[config.mk]
export PLATFORM = sky130hd
export DESIGN_NAME = mmu_xlate_arbiter
export DESIGN_NICKNAME = d
export VERILOG_FILES = /design/src/rtl/mmu_xlate_arbiter.sv
export SDC_FILE = /design/constraint.sdc
export NUM_CORES = 1
export LEC_CHECK = 0
export ABC_CLOCK_PERIOD_IN_PS = 3200
export CAP_MARGIN = 20
export CORE_MARGIN = 2
export CORE_UTILIZATION = 35
export CTS_CLUSTER_DIAMETER = 100
export DETAILED_ROUTE_END_ITERATION = 6
export GPL_ROUTABILITY_DRIVEN = 0
export PLACE_DENSITY = 0.9
export SETUP_SLACK_MARGIN = 0.3
export SYNTH_ARGS = -nofsm -noshare
export SYNTH_HDL_FRONTEND = slang
export SYNTH_SLANG_ARGS = --single-unit
[constraint.sdc]
create_clock -name clk -period 3.2 [get_ports clk]
set_input_delay 0.8 -clock clk [delete_from_list [all_inputs] [get_ports clk]]
set_output_delay 0.8 -clock clk [all_outputs]
set_load 0.01 [all_outputs]
[src/rtl/mmu_xlate_arbiter.sv]
// ============================================================================
// Module      : mmu_xlate_arbiter
// Description : Arbitrates IF/MEM ports onto one combinational direct-map
//               translator, registers results and quiesces around CSR writes.
// Revision    : 1.0 - initial release
// ============================================================================
`timescale 1ns/1ps
`default_nettype none

module mmu_xlate_arbiter #(
    parameter int ADDR_W    = 32,
    parameter int RR_EN     = 1,
    parameter int FLUSH_CYC = 2
) (
    input  logic              clk,
    input  logic              rst,
    input  logic [1:0]        req_valid,
    input  logic [ADDR_W-1:0] req_vaddr0,
    input  logic [ADDR_W-1:0] req_vaddr1,
    output logic [1:0]        req_ready,
    output logic              resp_valid,
    output logic              resp_port,
    output logic [ADDR_W-1:0] resp_paddr,
    output logic              resp_uncache,
    input  logic              resp_ready,
    output logic [ADDR_W-1:0] mmu_vaddr,
    input  logic [ADDR_W-1:0] mmu_paddr,
    input  logic              mmu_uncache,
    input  logic              csr_wr,
    output logic              csr_wr_ack
);

    localparam logic [1:0] ST_IDLE  = 2'd0;
    localparam logic [1:0] ST_BUSY  = 2'd1;
    localparam logic [1:0] ST_FLUSH = 2'd2;

    localparam logic [3:0] CNT_LOAD = 4'(FLUSH_CYC - 1);

    logic [1:0] r_state;
    logic       r_flush_pend;
    logic       r_rr_ptr;
    logic [3:0] r_cnt;

    logic       w_can_issue;
    logic       w_grant_any;
    logic       w_grant_port;
    logic       w_enter_flush;

    // Grants are gated by rst so every output reads zero while reset is held.
    always_comb begin
        w_can_issue  = !rst
                     && ((r_state == ST_IDLE) || ((r_state == ST_BUSY) && resp_ready))
                     && !r_flush_pend && !csr_wr;
        w_grant_any  = 1'b0;
        w_grant_port = 1'b0;
        if (w_can_issue) begin
            if (RR_EN != 0) begin
                if (req_valid[r_rr_ptr]) begin
                    w_grant_any  = 1'b1;
                    w_grant_port = r_rr_ptr;
                end else if (req_valid[~r_rr_ptr]) begin
                    w_grant_any  = 1'b1;
                    w_grant_port = ~r_rr_ptr;
                end
            end else begin
                if (req_valid[1]) begin
                    w_grant_any  = 1'b1;
                    w_grant_port = 1'b1;
                end else if (req_valid[0]) begin
                    w_grant_any  = 1'b1;
                    w_grant_port = 1'b0;
                end
            end
        end
    end

    always_comb begin
        req_ready = 2'b00;
        mmu_vaddr = '0;
        if (w_grant_any) begin
            req_ready = w_grant_port ? 2'b10 : 2'b01;
            mmu_vaddr = w_grant_port ? req_vaddr1 : req_vaddr0;
        end
    end

    // A write arriving in the final quiet cycle restarts the count, so no ack then.
    assign csr_wr_ack    = (r_state == ST_FLUSH) && (r_cnt == 4'd0) && !csr_wr;
    assign w_enter_flush = r_flush_pend || csr_wr;

    always_ff @(posedge clk or posedge rst) begin
        if (rst) begin
            r_state      <= ST_IDLE;
            r_flush_pend <= 1'b0;
            r_rr_ptr     <= 1'b0;
            r_cnt        <= 4'd0;
            resp_valid   <= 1'b0;
            resp_port    <= 1'b0;
            resp_paddr   <= '0;
            resp_uncache <= 1'b0;
        end else begin
            if (csr_wr) begin
                r_flush_pend <= 1'b1;
            end

            if (w_grant_any) begin
                resp_valid   <= 1'b1;
                resp_port    <= w_grant_port;
                resp_paddr   <= mmu_paddr;
                resp_uncache <= mmu_uncache;
                if (RR_EN != 0) begin
                    r_rr_ptr <= ~w_grant_port;
                end
            end

            case (r_state)
                ST_IDLE: begin
                    if (w_enter_flush) begin
                        r_state <= ST_FLUSH;
                        r_cnt   <= CNT_LOAD;
                    end else if (w_grant_any) begin
                        r_state <= ST_BUSY;
                    end
                end
                ST_BUSY: begin
                    // Slot leaves only on handshake; a pending flush waits for it.
                    if (resp_ready && !w_grant_any) begin
                        resp_valid <= 1'b0;
                        if (w_enter_flush) begin
                            r_state <= ST_FLUSH;
                            r_cnt   <= CNT_LOAD;
                        end else begin
                            r_state <= ST_IDLE;
                        end
                    end
                end
                ST_FLUSH: begin
                    if (csr_wr) begin
                        r_cnt <= CNT_LOAD;
                    end else if (r_cnt == 4'd0) begin
                        r_flush_pend <= 1'b0;
                        r_state      <= ST_IDLE;
                    end else begin
                        r_cnt <= r_cnt - 4'd1;
                    end
                end
                default: begin
                    r_state <= ST_IDLE;
                end
            endcase
        end
    end

endmodule

`default_nettype wire

==> impl_metrics.csv <==
group,metric,value,unit
placement,dp_hpwl,5.99,mm
routing,wl,8.70,mm
routing,route.detailed.drc,0,
sta,period_needed,3010,ps
clock_network,ctsLongestPathBuffers,2,
routing,viasPerCell,5.35,
flow_run,drv_cap,0,
clock_network,holdBufCountCts,0,
global_route,grt_pass1_wl,13.0,mm
clock_network,root_buffer,"clkbuf_8",
sta,fin_setup_tns,0,ps
logic_synthesis,ys_top_cells_by_count,"dfrtp_1 (43), a21oi_1 (32), mux2_2 (32), nand3_1 (32), o211ai_1 (32)",
status,outcome,"finished, final reports clean",
logic_synthesis,ys_seq_area_share,44.5,%
sta,maxSlewHeadroom,70.0,%
placement,place.port_buffers,172,
floorplan,io_pins,173,
logic_synthesis,async_flop_share,100,%
power_and_ir_drop,ir_drop,0.619,mV
global_route,antenna_found_initial,0,
clock_network,worstSkewPairLatency,300,ps
logic_synthesis,synth.area.top_cells,"dfrtp_1 (44%), mux2_2 (15%), o211ai_1 (9.9%), a21oi_1 (6.6%), nand3_1 (6.6%)",
logic_synthesis,synth_area,2420,µm²
global_route,grt_pass1_vias,2678,
logic_synthesis,yosysTopAreaCellShare,44.5,%
critical_path,rrSetupSlack,1000,ps
logic_synthesis,synth-edff-count,0,
logic_synthesis,synthFlopType,"dfrtp_1",
critical_path,arrival,2210,ps
sta,fmax,332,MHz
final_layout,fin_cells,507,
sta,worst_pin_slew,450,ps
routing,drt_iter0_markers,59,
logic_synthesis,netlist_instances,243,
critical_path,endpoint_kind,"primary output",
power_and_ir_drop,power.leakage,0.00194,µW
routing,first_pass_iters,4,
critical_path,r2r_start,"r_state[1]$_DFFE_PP0P_",
clock_network,clkTransAtPathRegs,80,ps
routing,routedWlPerCell,17.2,µm
floorplan,die_x,87.2,µm
sta,setup_ws,187,ps
sta,finClkSkew,4.51,ps
sta,whs,493,ps
final_layout,nets,530,
logic_synthesis,synthesis.nets,348,
sta,final-hold-violation-count,0,
power_and_ir_drop,p_per_area,571,nW/µm²
worst_hold_path,min_path_type,"flop to flop",
logic_synthesis,ys_types,25,
logic_synthesis,synth.most_common_cell,"dfrtp_1",
final_layout,fillers,502,
worst_hold_path,hp-start,"resp_paddr[12]$_DFFE_PP0P_",
worst_hold_path,min_to,"resp_paddr[12]$_DFFE_PP0P_",
routing,vias,2710,
worst_hold_path,min_path_cells,1,
floorplan,die-area,7600,µm²
floorplan,fp.coreArea,6760,µm²
clock_network,htree_levels,2,
logic_synthesis,yosysTopAreaCell,"dfrtp_1",
critical_path,path_max_fanout,8,
global_route,grt.total_usage,21.9,%
floorplan,rows,30,
critical_path,start_kind,"input pin",
logic_synthesis,synth_area_per_cell,9.96,µm²
critical_path,required,2400,ps
clock_network,clkSinkCount,43,
clock_network,cts_tree,"yes",
final_layout,syn_to_final_growth,92.2,%
sta,rsz0062_at_grt,"yes",
critical_path,worstSetupPathType,"input pin to primary output",
logic_synthesis,ys_ff_latch,43,
logic_synthesis,ys_warn_count,0,
sta,maxSlewViolCount,0,
routing,antenna_left,0,
power_and_ir_drop,total_power,2660,µW
clock_network,cts_buffers,5,
sta,setup_viol,0,
final_layout,drive_gt1_share,32.9,%
floorplan,die-height,87.2,µm
placement,post-place-ws,-640,ps
critical_path,r2r_cells,5,
placement,numPlacedInstances,490,
floorplan,initial_utilization,35.8,%
global_route,grt_max_degree,36,
sta,fin_crit_sh,94.2,%
global_route,grt_overflow,0,
critical_path,r2r-end,"resp_paddr[11]$_DFFE_PP0P_",
==> through the flow <==
stage | util, % | area, µm²
6_report | 68.8 | 4650
3_3_place_gp | 63.8 | 4310
2_1_floorplan | - | 2420
5_1_grt | 68.8 | 4650
4_1_cts | 67.5 | 4560
3_5_place_dp | 63.8 | 4310
==> registers in the layout, summed over array words and instances, names as in the netlist <==
signal,flops
r_rr_ptr,1
r_flush_pend,1
r_cnt,4
resp_uncache,1
resp_valid,1
resp_port,1
r_state,2
resp_paddr,32
==> layer usage <==
metal | up-vias | wire length (µm) | global-route usage, %
met5 | - | 0 | 0
met4 | 0 | 186 | 8.53
met3 | 18 | 887 | 6.54
met2 | 142 | 4480 | 38.9
met1 | 1286 | 3150 | 24.7
li1 | 1264 | - | -
==> area by class of cell <==
cell class	count	area (µm²)	area share (%)
Inverter	10	37.5	0.807
Clock inverter	3	67.6	1.45
Timing Repair Buffer	200	1940	41.8
Multi-Input combinational cell	165	1360	29.1
Antenna cell	1	2.50	0.0538
Clock buffer	5	68.8	1.48
Tap cell	80	100	2.15
Sequential cell	43	1080	23.1
==> cells in the final DEF, fill, tap and decap left out, types with 9 or more instances in the layout <==
| cell type | count |
|---|---|
| o211ai_1 | 32 |
| dfrtp_1 | 43 |
| clkdlybuf4s50_1 | 133 |
| mux2_2 | 32 |
| buf_2 | 29 |
| buf_6 | 9 |
| inv_1 | 9 |
| nand3_1 | 32 |
| a21oi_2 | 28 |
| buf_4 | 15 |
==> power breakdown <==
part	switching (µW)	leakage [µW]	internal (µW)
combinational	524	0.00132	737
clock	188	0.0000644	311
sequential	124	0.000555	772
==> worst max-delay path, stage by stage <==
cell	delay, ps
buf_8	90
or3_4	320
or3_4	440
buf_6	150
buf_16	140
a21oi_2	110
buf_2	140
==> worst max-delay path by stage <==
stage,start,end,slack [ps],depth (start not counted)
after CTS,csr_wr,mmu_vaddr[10],180,7
after detailed placement,csr_wr,mmu_vaddr[10],-640,6
final,csr_wr,mmu_vaddr[30],190,7
after floorplan,csr_wr,mmu_vaddr[12],280,5
after global placement,csr_wr,mmu_vaddr[10],-590,6
after global routing,csr_wr,mmu_vaddr[30],160,7
==> logic make-up after synthesis <==
group	share of synthesized area [%]
compound gates	19.8
fa+ha+maj	1.03
buf+inv	6.36
flops	44.5
mux	15.8
simple gates	12.6
==> what timing repair did <==
| item | CTS | global route |
|---|---|---|
| endpoints found under the setup margin | 35 | 34 |
| buffers inserted | 4 | 0 |
| resized for setup | 181 | 19 |
| pin swaps | 3 | 2 |
| gates cloned | 4 | 0 |
(Power assumes the default switching activity.)
